[config.mk]
export PLATFORM = sky130hd
export DESIGN_NAME = sp_ram_arbiter
export DESIGN_NICKNAME = d
export VERILOG_FILES = /design/src/rtl/sp_ram_arb_pkg.sv /design/src/rtl/sp_ram_arb_pick.sv /design/src/rtl/sp_ram_arbiter.sv
export SDC_FILE = /design/constraint.sdc
export NUM_CORES = 1
export LEC_CHECK = 0
export CAP_MARGIN = 20
export CORE_ASPECT_RATIO = 1.5
export CORE_UTILIZATION = 39
export CTS_BUF_LIST = sky130_fd_sc_hd__clkbuf_4
export DETAILED_ROUTE_END_ITERATION = 8
export PLACE_DENSITY_LB_ADDON = 0.12
export SLEW_MARGIN = 20
export SYNTH_ARGS = -nofsm -noshare
export SYNTH_HDL_FRONTEND = slang
export SYNTH_HIERARCHICAL = 1
export SYNTH_SLANG_ARGS = --single-unit
[constraint.sdc]
create_clock -name i_clk -period 1.65 [get_ports i_clk]
set_input_delay 0.165 -clock i_clk [delete_from_list [all_inputs] [get_ports i_clk]]
set_output_delay 0.165 -clock i_clk [all_outputs]
set_load 0.05 [all_outputs]
[src/rtl/sp_ram_arb_pkg.sv]
// Shared types and constants for the two-port single-port-RAM arbiter.
package sp_ram_arb_pkg;
    typedef enum logic [1:0] {IDLE = 2'd0, ISSUE = 2'd1, RESP = 2'd2} arb_state_t;
    typedef logic port_id_t;
    localparam int NUM_REQ = 2;
endpackage

[src/rtl/sp_ram_arb_pick.sv]
// Combinational 2-way grant select.
// Build option: SP_RAM_ARB_FIXED_PRIO_EN selects fixed priority (port0 always
// wins contention); otherwise round-robin on last_grant.
module sp_ram_arb_pick
    import sp_ram_arb_pkg::*;
(
    input  logic [NUM_REQ-1:0] i_req_valid,
    input  logic               i_last_grant,
    output logic               o_gnt_id,
    output logic               o_gnt_any
);

`ifdef SP_RAM_ARB_FIXED_PRIO_EN
    // last_grant has no role when priority is fixed.
    logic w_unused_last_grant;
    assign w_unused_last_grant = i_last_grant;

    // Port0 wins whenever it is valid; port1 only when alone.
    always_comb begin
        o_gnt_any = |i_req_valid;
        o_gnt_id  = ~i_req_valid[0];
    end
`else
    // Round-robin: on contention, the port that did not win last time goes.
    always_comb begin
        o_gnt_any = |i_req_valid;
        o_gnt_id  = 1'b0;
        case (i_req_valid)
            2'b01:   o_gnt_id = 1'b0;
            2'b10:   o_gnt_id = 1'b1;
            2'b11:   o_gnt_id = ~i_last_grant;
            default: o_gnt_id = 1'b0;
        endcase
    end
`endif

endmodule

[src/rtl/sp_ram_arbiter.sv]
// Shares one single-port RAM between two valid/ready requesters.
// One transaction in flight at a time; RAM pins are driven from registers.
// Build option: SP_RAM_ARB_FIXED_PRIO_EN (see sp_ram_arb_pick).
module sp_ram_arbiter
    import sp_ram_arb_pkg::*;
#(
    parameter int ADDR_W = 4,
    parameter int DATA_W = 8
) (
    input  logic                  i_clk,
    input  logic                  i_rst,
    input  logic [1:0]            i_req_valid,
    output logic [1:0]            o_req_ready,
    input  logic [1:0]            i_req_we,
    input  logic [2*ADDR_W-1:0]   i_req_addr,
    input  logic [2*DATA_W-1:0]   i_req_wdata,
    output logic [1:0]            o_rsp_valid,
    output logic [DATA_W-1:0]     o_rsp_rdata,
    output logic                  o_ram_we,
    output logic                  o_ram_re,
    output logic [ADDR_W-1:0]     o_ram_addr,
    output logic [DATA_W-1:0]     o_ram_data_in,
    input  logic [DATA_W-1:0]     i_ram_data_out
);

    arb_state_t          r_state, w_next_state;
    port_id_t            r_last_grant, r_owner;
    logic                w_gnt_id, w_gnt_any, w_hs;
    logic [1:0]          w_req_ready;
    logic                w_sel_we;
    logic [ADDR_W-1:0]   w_sel_addr;
    logic [DATA_W-1:0]   w_sel_wdata;

    logic                r_ram_we, r_ram_re;
    logic [ADDR_W-1:0]   r_ram_addr;
    logic [DATA_W-1:0]   r_ram_data_in;
    logic [1:0]          r_rsp_valid;
    logic [DATA_W-1:0]   r_rsp_rdata;

    sp_ram_arb_pick u_pick (
        .i_req_valid  (i_req_valid),
        .i_last_grant (r_last_grant),
        .o_gnt_id     (w_gnt_id),
        .o_gnt_any    (w_gnt_any)
    );

    // Mux the granted port's command.
    assign w_sel_we    = w_gnt_id ? i_req_we[1] : i_req_we[0];
    assign w_sel_addr  = w_gnt_id ? i_req_addr[2*ADDR_W-1:ADDR_W] : i_req_addr[ADDR_W-1:0];
    assign w_sel_wdata = w_gnt_id ? i_req_wdata[2*DATA_W-1:DATA_W] : i_req_wdata[DATA_W-1:0];

    // State register.
    always_ff @(posedge i_clk) begin
        if (i_rst) r_state <= IDLE;
        else       r_state <= w_next_state;
    end

    // Next state and ready: only the granted port sees ready, only in IDLE.
    always_comb begin
        w_next_state = r_state;
        w_req_ready  = '0;
        w_hs         = 1'b0;
        case (r_state)
            IDLE: begin
                if (w_gnt_any) begin
                    w_req_ready[w_gnt_id] = 1'b1;
                    w_hs                  = 1'b1;
                    w_next_state          = ISSUE;
                end
            end
            ISSUE:   w_next_state = r_ram_we ? IDLE : RESP;
            RESP:    w_next_state = IDLE;
            default: w_next_state = IDLE;
        endcase
    end

    // Command capture, RAM strobes for one cycle, read response capture.
    always_ff @(posedge i_clk) begin
        if (i_rst) begin
            r_ram_we      <= 1'b0;
            r_ram_re      <= 1'b0;
            r_ram_addr    <= '0;
            r_ram_data_in <= '0;
            r_rsp_valid   <= '0;
            r_rsp_rdata   <= '0;
            r_owner       <= 1'b0;
            r_last_grant  <= 1'b1;
        end else begin
            r_rsp_valid <= '0;
            if (w_hs) begin
                r_ram_we      <= w_sel_we;
                r_ram_re      <= ~w_sel_we;
                r_ram_addr    <= w_sel_addr;
                r_ram_data_in <= w_sel_wdata;
                r_owner       <= w_gnt_id;
                r_last_grant  <= w_gnt_id;
            end else if (r_state == ISSUE) begin
                r_ram_we <= 1'b0;
                r_ram_re <= 1'b0;
            end
            if (r_state == RESP) begin
                r_rsp_rdata          <= i_ram_data_out;
                r_rsp_valid[r_owner] <= 1'b1;
            end
        end
    end

    assign o_req_ready   = w_req_ready;
    assign o_rsp_valid   = r_rsp_valid;
    assign o_rsp_rdata   = r_rsp_rdata;
    assign o_ram_we      = r_ram_we;
    assign o_ram_re      = r_ram_re;
    assign o_ram_addr    = r_ram_addr;
    assign o_ram_data_in = r_ram_data_in;

endmodule

## Word-level counts from Yosys, hierarchy flattened

Cells that the tools add are included.
W data, S select, Z words.

| word-level totals | value |
|---|---|
| bits in registers | 28 |
| logic and storage cells | 45 |

| operators by class | value |
|---|---|
| order comparisons | 4 |
| equal/unequal tests | 5 |
| multiplexer cells | 18 |
| bitwise gates (word level) | 3 |
| reduce and logical (&&, ||, !) cells | 6 |

Operator list:

| operator | count |
|---|---|
| $mux W1 | 8 |
| $mux W2 | 4 |
| $mux W8 | 1 |
| $eq A2 B2 Y1 const B | 3 |
| $lt A1 B2 Y1 const B | 2 |
| $mux W4 | 1 |
| $pmux W2 S2 | 1 |
| $reduce_or A2 Y1 | 2 |
| $not A1 Y1 | 3 |
| $demux W1 S1 | 2 |
| $eq A2 B1 Y1 const B | 1 |
| $ge A1 B1 Y1 const B | 2 |
| $logic_and A1 B1 Y1 | 2 |
| $logic_not A2 Y1 | 1 |
| $ne A2 B1 Y1 const B | 1 |
| $pmux W1 S2 | 1 |
| $reduce_bool A2 Y1 | 1 |

## Logic depth before layout (Yosys ltp)

Gate-level depths: netlist of run 1.

| depth | value |
|---|---|
| word-level depth | 8 |
| depth in mapped cells | 5 |
| mapped depth without buffers | 4 |

## By module

The synthesis of run 1 kept the hierarchy.

Modules (own cells, without submodules):

| module | times used | cells an instance | area each (um^2) | sequential area each (um^2) |
|---|---|---|---|---|
| sp_ram_arbiter | 1 | 119 | 1,151.1 | 560.5 |
| sp_ram_arb_pick | 1 | 2 | 13.8 | 0.0 |

## Worst setup path after synthesis of run 1

OpenSTA, ideal clock, no wires.

| timing | value |
|---|---|
| path type | flip-flop to output port |
| start | reg r_state[0] |
| end | out o_req_ready[0] |
| data arrival time | 1.426 ns |
| required time | 1.485 ns |
| path slack | 0.059 ns |
| stages on the path, launching flop included | 3 |
| path through | dfxtp_1 -> or3b_4 -> nor2_1 |

| between the ends | value |
|---|---|
| longest elaborated chain between the ends | 2 |

RTL lines:

| what | RTL line | source |
|---|---|---|
| start, declared | sp_ram_arbiter.sv:26 | `arb_state_t r_state, w_next_state;` |
| start signal, assigned | sp_ram_arbiter.sv:55 | `else r_state <= w_next_state;` |
| $logic_not A2 Y1 | sp_ram_arbiter.sv:63 | `case (r_state)` |
| $mux W2 | sp_ram_arbiter.sv:63 |  |
| end, declared | sp_ram_arbiter.sv:13 | `output logic [1:0] o_req_ready,` |

No other way between the ends.

## Worst setup path in the final report of run 1

| timing | value |
|---|---|
| start | in i_req_valid[0] |
| end | out o_req_ready[0] |

| between the ends | value |
|---|---|
| elaborated cells between the ends (all ways) | 11 |

RTL lines:

| what | RTL line | source |
|---|---|---|
| start, declared | sp_ram_arbiter.sv:12 | `input logic [1:0] i_req_valid,` |
| $reduce_or A2 Y1 | sp_ram_arb_pick.sv:26 | `o_gnt_any = \|i_req_valid;` |
| net w_gnt_any | sp_ram_arbiter.sv:28 | `logic w_gnt_id, w_gnt_any, w_hs;` |
| $mux W2 | sp_ram_arbiter.sv:65 | `if (w_gnt_any) begin` |
| $mux W2 | sp_ram_arbiter.sv:63 |  |

The timed path passes the listed nets, and every way through them passes these cells.

==> run summary, run 1 <==
outcome: finished, final reports clean
Max-Cap Viols: 0
antenna violations before repair: 0
I/O Buffers: 63
period utilization: 0.974
via count of the first global-routing pass: 1,119
GR peak layer: met2
P_int: 0.00108 W
worst reg2reg setup slack: 0.22 ns
post-DP HPWL: 2310 um
share of cells above drive strength 1: 0.150
Slew @ Worst Pin: 0.543 ns
Max Root-Sink Buffers: 2
Total GRT Usage: 0.194
Power Dens Cells: 850 mW/mm2
commonest non-fill, non-tap cell in the layout: clkdlybuf4s50_1
post-synthesis cell area: 0.00116 mm2
RR Startpoint: r_state[0]
Seq/Total Area, Yosys: 0.481
CP Launch Point: i_req_valid[0]
switching share of power: 0.340
via-per-instance ratio: 4.88
critical path fanouts, max: 3
Hold Path Class: in -> reg
die area: 0.00321 mm2
count of cell types in the netlist: 23
Crit. End Element: output pin
cells on worst reg2reg path: 4
Worst VDD drop: 0.545 mV
final slew viol count: 0
Syn. warnings: 6
met3 Use GR: 0.0339
Post-Route WL: 2800 um
CP startpoint kind: input pin
Design Area, Final: 0.00192 mm2
Clock Power Share: 0.166
CTS tree: yes
count of final setup violators: 0
Fmax: 623 MHz
final-report hold violation count: 0
initial drt markers: 10
M1 GR Usage: 0.170
largest net degree at the start of global routing: 25
CTS root buffer: clkbuf_4
Leak: 0.931 nW
Crit path required time: 1.48 ns
Clock transition at path regs: 0.14 ns
unrepaired setup endpoints after global routing: false
H-tree Lvls: 1
Clk Latency, worst-skew pair: 0.31 ns
first-pass GRT wire length: 4480 um
final setup margin: 0.0437 ns
RR Endpoint: o_ram_we
sw power: 0.000555 W
CP Class: in -> out
met2 Use GR: 0.401
I/O pin cnt: 64
Mapped Cells: 121
CP endpoint: o_req_ready[0]
Rows: 23
DRT antenna net count: 0
GPL Wtd Cong: 0.706
Avg Cell Area, Syn: 9.63 um2
drt first pass iters: 4
DIE WIDTH: 46.6 um
Final nets: 226
# clock sinks: 28
Core Footprint: 0.00276 mm2
DRC violations left: 0
area post-placement: 0.00186 mm2
Area Growth Syn to Fin: 64.7%
DR WL/cell: 12.5 um
Max Clock Skew: 0.00146 ns
most frequent cells in the layout: clkdlybuf4s50_1 (37), dfxtp_1 (28), nand2_1 (19)
total gr overflow: 0
share of power burned in registers: 0.470
Die H: 68.9 um
fin crit period: 1.61 ns
Setup WS pre-CTS: -0.0327 ns
Arrival @ worst endpoint: 1.44 ns
Synth Net Count: 159
starting density of the core: 0.422
Vias: 1,094
power share of the combinational group: 0.363
max_slew headroom: 0.637
Final Power: 0.00163 W
total CTS buffers: 3
Synth Register Bits: 28
antenna cells: 0
[routing by layer]
metal  vias up  wire (um)
met5         -          0
met4         0         23
met3         2        137
met2        38       1720
met1       509        921
li1        545          -
[metrics by stage]
step | setup TNS, ns | utilization | hold WS, ns | instances
after floorplan | 0 | - | 0.301 | 121
after detailed placement | -0.0334 | 0.675 | 0.441 | 219
after CTS | 0 | 0.681 | 0.377 | 223
after global routing | 0 | 0.694 | 0.366 | 224
final | 0 | 0.694 | 0.385 | 224
after global placement | 0 | 0.675 | 0.441 | 219
[critical path, stage by stage]
cell and delay [ns]:
clkdlybuf4s50_1 0.47, or2_1 0.15, or3b_4 0.41, nor2_4 0.11, buf_12 0.14
[logic make-up (layout without fill, tap and decap cells)]
| logic type | after synthesis | count (layout) | synth area share |
|---|---|---|---|
| compound gates | 25 | 25 | 0.172 |
| buf+inv | 10 | 76 | 0.0516 |
| mux | 13 | 13 | 0.112 |
| simple gates | 45 | 45 | 0.184 |
| flops | 28 | 28 | 0.481 |
[area by class of cell]
class / instances / area [um2]
fill: 235 / 845
timing repair buffer: 71 / 726
sequential: 28 / 561
multi-input combinational: 83 / 556
tap: 37 / 46.3
clock buffer: 3 / 22.5
clock inverter: 1 / 3.75
inverter: 1 / 3.75
[cell usage after synthesis (all sizes together)]
cell type,instances,area (um2)
or3b,1,11.3
a21oi,10,50.1
nor2b,1,6.26
nand2b,3,18.8
dfxtp,28,561
o2bb2ai,1,8.76
or2,1,6.26
a21boi,1,7.51
nor3,1,5.00
mux2i,13,130
nor2,16,60.1
o32ai,1,8.76
buf,7,48.8
inv,1,3.75
nor3b,2,26.3
nor4b,1,8.76
a211oi,12,125
nand2,19,71.3
clkbuf,2,7.51
[power groups by stage]
stage	logic, W	registers (W)	clock network, W
2_1_floorplan	0.000200	0.000943	0
3_3_place_gp	0.000597	0.000780	0
3_5_place_dp	0.000608	0.000784	0
4_1_cts	0.000593	0.000768	0.000285
5_1_grt	0.000633	0.000773	0.000313
6_report	0.000592	0.000767	0.000271
[state kept, by name (all words and copies together), names as in the netlist]
name / cells
o_ram_addr: 4
o_ram_data_in: 8
o_ram_re: 1
o_ram_we: 1
o_rsp_rdata: 8
o_rsp_valid: 2
r_last_grant: 1
r_owner: 1
r_state: 2
[worst min-delay path by stage]
stage	start	endpoint	slack, ns	cells past startpoint
floorplan	i_ram_data_out[0]	o_rsp_rdata[0]	0.30	2
global placement	r_owner	o_rsp_valid[0]	0.44	1
detailed placement	r_owner	o_rsp_valid[0]	0.44	1
CTS	i_ram_data_out[3]	o_rsp_rdata[3]	0.38	3
global route	i_ram_data_out[5]	o_rsp_rdata[5]	0.37	3
finish	i_ram_data_out[3]	o_rsp_rdata[3]	0.39	3
[what timing repair did]
item	in CTS	in global routing
pin swaps	0	1
resized for setup	11	11
endpoints found under the setup margin	11	11
buffers inserted	0	1
hold buffers	0	0
No activity file was read; power rests on OpenSTA's default activity.
==> run 2: changes to the inputs <==
--- a/config.mk
+++ b/config.mk
@@ -10,6 +10,7 @@
 export CORE_UTILIZATION = 39
 export CTS_BUF_LIST = sky130_fd_sc_hd__clkbuf_4
 export DETAILED_ROUTE_END_ITERATION = 8
+export GPL_TIMING_DRIVEN = 0
 export PLACE_DENSITY_LB_ADDON = 0.12
 export SLEW_MARGIN = 20
 export SYNTH_ARGS = -nofsm -noshare
==> run 2 against run 1 <==
Net effect: power rose by 0.61%; non-clock buffer count rose by 7; largest power group unchanged; sequential share of layout area shrank 0.17 points; flip-flop and latch count is the same; register-to-register slack barely moved; global-route usage grew 0.71 points; combinational power up 2%; utilization increased by 0.72 points; count of clock-buffer cells in the layout stayed put; worst hold slack got worse by 0.0073 ns; fmax is 2.3% higher.
==> run summary, run 2 (synthesized netlist as in run 1, its figures left out) <==
outcome: finished, final reports clean
worst path cell trace: or3b_4, nor2_4, buf_6
area post-placement: 0.00184 mm2
DR WL/cell: 13.2 um
post-DP HPWL: 2440 um
post-layout util: 0.702
CP startpoint kind: flop
CTS Hold Bufs: 0
slowest cell on the critical path: or3b_4
Clk Latency, worst-skew pair: 0.31 ns
Area Growth Syn to Fin: 66.4%
count of final setup violators: 0
Design Area, Final: 0.00194 mm2
fin crit period: 1.57 ns
I/O pin cnt: 64
Setup WS pre-CTS: -0.842 ns
unrepaired setup endpoints after global routing: false
Inst Count DP: 221
Clock transition at path regs: 0.14 ns
CTS tree: yes
antenna violations before repair: 0
Post-Route WL: 3050 um
Core Footprint: 0.00276 mm2
Power Dens Cells: 846 mW/mm2
total gr overflow: 0
Fmax: 637 MHz
critical path fanouts, max: 6
via-per-instance ratio: 4.94
# clock sinks: 28
Crit. End Element: output pin
Worst VDD drop: 0.678 mV
share of cells above drive strength 1: 0.160
H-tree Lvls: 1
die area: 0.00321 mm2
Crit path required time: 1.48 ns
Slew @ Worst Pin: 0.515 ns
Worst Path Buf+Inv: 1
starting density of the core: 0.422
Hold Path Class: in -> reg
final-report hold violation count: 0
Rows: 23
DRC violations left: 0
Vias: 1,141
CP top delay family: simple AND/OR/NAND/NOR gates
Leak: 0.950 nW
Die H: 68.9 um
Max Clock Skew: 0.00304 ns
CTS root buffer: clkbuf_4
DIE WIDTH: 46.6 um
max_slew headroom: 0.656
first-pass GRT wire length: 4630 um
Final Power: 0.00164 W
initial drt markers: 9
period utilization: 0.952
Max-Cap Viols: 0
antenna cells: 0
I/O Buffers: 63
final setup margin: 0.0795 ns
final slew viol count: 0
fin cells: 231
GPL Wtd Cong: 0.693
drt first pass iters: 4
commonest non-fill, non-tap cell in the layout: clkdlybuf4s50_1
Arrival @ worst endpoint: 1.41 ns
crit-path max cell delay: 0.44 ns
most frequent cells in the layout: clkdlybuf4s50_1 (35), dfxtp_1 (26), nand2_1 (19)
via count of the first global-routing pass: 1,114
largest net degree at the start of global routing: 16
Max Root-Sink Buffers: 2
DRT antenna net count: 0
Total GRT Usage: 0.201
CP Class: reg -> out
Final nets: 233
total CTS buffers: 3
[run 2: cell types whose count changed in the layout (fill, tap and decap cells not counted), sizes merged]
cell and change:
clkbuf +2, dlygate4sd2 +5, clkdlybuf4s50 -2, dlymetal6s2s +1, buf +1
[run 2: routing by layer]
metal  global-route usage  part of all wire  up-vias
met5                    0                 0        -
met4               0.0643            0.0075        0
met3               0.0417             0.055        2
met2                0.422              0.61       35
met1                0.171              0.33      544
li1                     -                 -      560
[run 2: what timing repair did]
action,CTS,global route
resized for setup,30,16
setup endpoints to repair,17,11
pin swaps,0,2
buffers inserted,3,4
[run 2: through the flow]
stage | hold slack, ns | TNS (ns)
6_report | 0.378 | 0
5_1_grt | 0.363 | 0
4_1_cts | 0.371 | -0.0204
3_5_place_dp | 0.442 | -1.62
3_3_place_gp | 0.435 | -1.39
2_1_floorplan | 0.301 | 0
[run 2: final cells by class]
type / count / area [um2]
fill: 240 / 825
timing repair buffer: 70 / 694
sequential: 28 / 563
multi-input combinational: 83 / 552
buffer: 8 / 52.6
tap: 37 / 46.3
clock buffer: 3 / 22.5
clock inverter: 1 / 3.75
inverter: 1 / 3.75
[run 2: report_power, final]
part	leakage (nW)	switching, W	internal [W]	total [W]
clock network	0.0154	0.000185	0.0000883	0.000273
logic	0.704	0.000347	0.000254	0.000601
registers	0.231	0.0000326	0.000733	0.000766
total	0.950	0.000564	0.00108	0.00164
[run 2: final timing paths]
path | startpoint | to | slack, ns | depth (start not counted)
worst max-delay path | r_state[0] | o_req_ready[0] | 0.08 | 3
worst min-delay path | i_req_valid[0] | r_owner | 0.38 | 5
worst max register to register | r_last_grant | o_ram_data_in[7] | 0.23 | 6
worst min register to register | o_ram_we | r_state[1] | 0.46 | 1
[run 2: worst register-to-register path, delay by kind of cell (launching register included)]
family / cells / cell delay (ns)
buf+inv: 3 / 0.44
flops: 1 / 0.34
compound gates: 2 / 0.28
mux: 1 / 0.26
==> run 3: changes to the inputs <==
--- a/config.mk
+++ b/config.mk
@@ -5,7 +5,7 @@
 export SDC_FILE = /design/constraint.sdc
 export NUM_CORES = 1
 export LEC_CHECK = 0
-export CAP_MARGIN = 20
+export CAP_MARGIN = 40
 export CORE_ASPECT_RATIO = 1.5
 export CORE_UTILIZATION = 39
 export CTS_BUF_LIST = sky130_fd_sc_hd__clkbuf_4
==> constraint.sdc (replaced) <==
create_clock -name i_clk -period 1.5 [get_ports i_clk]
set_input_delay 0.15 -clock i_clk [delete_from_list [all_inputs] [get_ports i_clk]]
set_output_delay 0.15 -clock i_clk [all_outputs]
set_load 0.05 [all_outputs]
==> run 3 against run 2 <==
Net effect: the run now ends with negative setup slack left; die area unchanged; sequential share of layout area down 0.075 points; count of clock-buffer cells in the layout unchanged; power up 11%; clock power up 16%; critical path depth unchanged; first-iteration DRC count up 33%; flip-flop and latch count unchanged; largest power group unchanged; highest routed layer unchanged.
==> run summary, run 3 (synthesized netlist as in run 1, its figures left out) <==
largest net degree at the start of global routing: 16
Max Clock Skew: 0.0118 ns
RR Endpoint: o_ram_addr[2]
critical path fanouts, max: 6
Post-Route WL: 3000 um
CP endpoint: o_req_ready[0]
total gr overflow: 0
post-layout util: 0.703
Final nets: 235
Area Growth Syn to Fin: 66.8%
via count of the first global-routing pass: 1,103
DRC violations left: 0
I/O Buffers: 63
share of cells above drive strength 1: 0.173
DR WL/cell: 12.9 um
CP Launch Point: r_state[0]
Fmax: 652 MHz
Total GRT Usage: 0.199
DRT antenna net count: 0
failing checks: negative setup slack
final-report hold violation count: 0
Crit. End Element: output pin
routed wl met3: 181 um
CP top delay family: simple AND/OR/NAND/NOR gates
GPL Wtd Cong: 0.699
final setup margin: -0.0327 ns
fin crit period: 1.53 ns
cells on worst reg2reg path: 6
met2 WL: 1770 um
die area: 0.00321 mm2
RR Startpoint: r_last_grant
period utilization: 1.02
Setup WS pre-CTS: -0.951 ns
final slew viol count: 0
CTS root buffer: clkbuf_4
H-tree Lvls: 1
Clk Latency, worst-skew pair: 0.33 ns
CP Depth: 3
Crit path required time: 1.35 ns
Hold Path Class: in -> reg
post-DP HPWL: 2370 um
Final Power: 0.00182 W
via-per-instance ratio: 4.87
total CTS buffers: 3
Core Footprint: 0.00276 mm2
Max-Cap Viols: 0
Slew @ Worst Pin: 0.505 ns
max_slew headroom: 0.665
uppermost layer routed: met4
fin cells: 233
M1 WL: 1000 um
CP Class: reg -> out
antenna violations before repair: 0
I/O pin cnt: 64
count of final setup violators: 2
worst path cell trace: or3b_4, nor2_4, buf_6
Clock transition at path regs: 0.15 ns
Arrival @ worst endpoint: 1.38 ns
commonest non-fill, non-tap cell in the layout: clkdlybuf4s50_1
CTS Hold Bufs: 0
worst reg2reg setup slack: 0.11 ns
setup TNS: -0.0405 ns
unrepaired setup endpoints after global routing: true
crit-path max cell delay: 0.42 ns
Inst Count DP: 221
Worst VDD drop: 0.622 mV
DIE WIDTH: 46.6 um
initial drt markers: 12
Max Root-Sink Buffers: 2
Rows: 23
Vias: 1,134
Die H: 68.9 um
most frequent cells in the layout: clkdlybuf4s50_1 (35), dfxtp_1 (26), dlygate4sd2_1 (24)
Worst Path Buf+Inv: 1
# clock sinks: 28
slowest cell on the critical path: or3b_4
CTS tree: yes
Power Dens Cells: 939 mW/mm2
Leak: 0.860 nW
drt first pass iters: 4
first-pass GRT wire length: 4570 um
antenna cells: 0
CP startpoint kind: flop
outcome: finished, violations left
starting density of the core: 0.422
-- run 3: cell types whose count changed in the layout (fill, tap and decap cells not counted), sizes merged --
cell and delta:
buf +2, dlygate4sd2 +9, dlymetal6s2s -9
-- run 3: layout make-up --
type,count,area (um2)
tap,37,46.3
inverter,1,3.75
multi-input combinational,83,559
timing repair buffer,72,692
fill,241,820
buffer,8,52.6
sequential,28,563
clock buffer,3,22.5
clock inverter,1,3.75
-- run 3: how the worst min path moves through the flow --
stage                           start             end  slack (ns)  cells after the start
finish                 i_req_valid[0]    r_last_grant        0.25                      5
global route           i_req_valid[0]    r_last_grant        0.27                      5
CTS                 i_ram_data_out[6]  o_rsp_rdata[6]        0.35                      3
detailed placement     o_rsp_rdata[4]  o_rsp_rdata[4]        0.45                      2
global placement              r_owner  o_rsp_valid[0]        0.43                      1
floorplan           i_ram_data_out[0]  o_rsp_rdata[0]        0.29                      2
-- run 3: through the flow --
stage          hold WS [ns]  area, um2
6_report              0.248       1940
5_1_grt               0.266       1940
4_1_cts               0.348       1870
3_5_place_dp          0.449       1840
3_3_place_gp          0.425       1840
2_1_floorplan         0.286       1170
-- run 3: power by group --
group | total [W] | internal [W] | switching, W
clock network | 0.000316 | 0.0000977 | 0.000218
logic | 0.000666 | 0.000280 | 0.000385
registers | 0.000843 | 0.000807 | 0.0000361
-- run 3: worst register-to-register path, delay by kind of cell, from the launching register on --
kind,cells,cell delay [ns]
buffers and inverters,3,0.41
DFF,1,0.35
muxes,1,0.24
AOI/OAI and AO/OA,2,0.27
-- run 3: repair_timing --
item	4_1_cts	5_1_grt
resized for setup	41	7
setup buffers	4	5
hold endpoints to repair	0	0
pin swaps	1	1
cloned	0	0
setup endpoints to repair	26	2
-- run 3: routing by layer --
metal	track usage	vias to the layer above
li1	-	564
met1	0.181	521
met2	0.406	44
met3	0.0339	5
met4	0.0750	0
met5	0	-
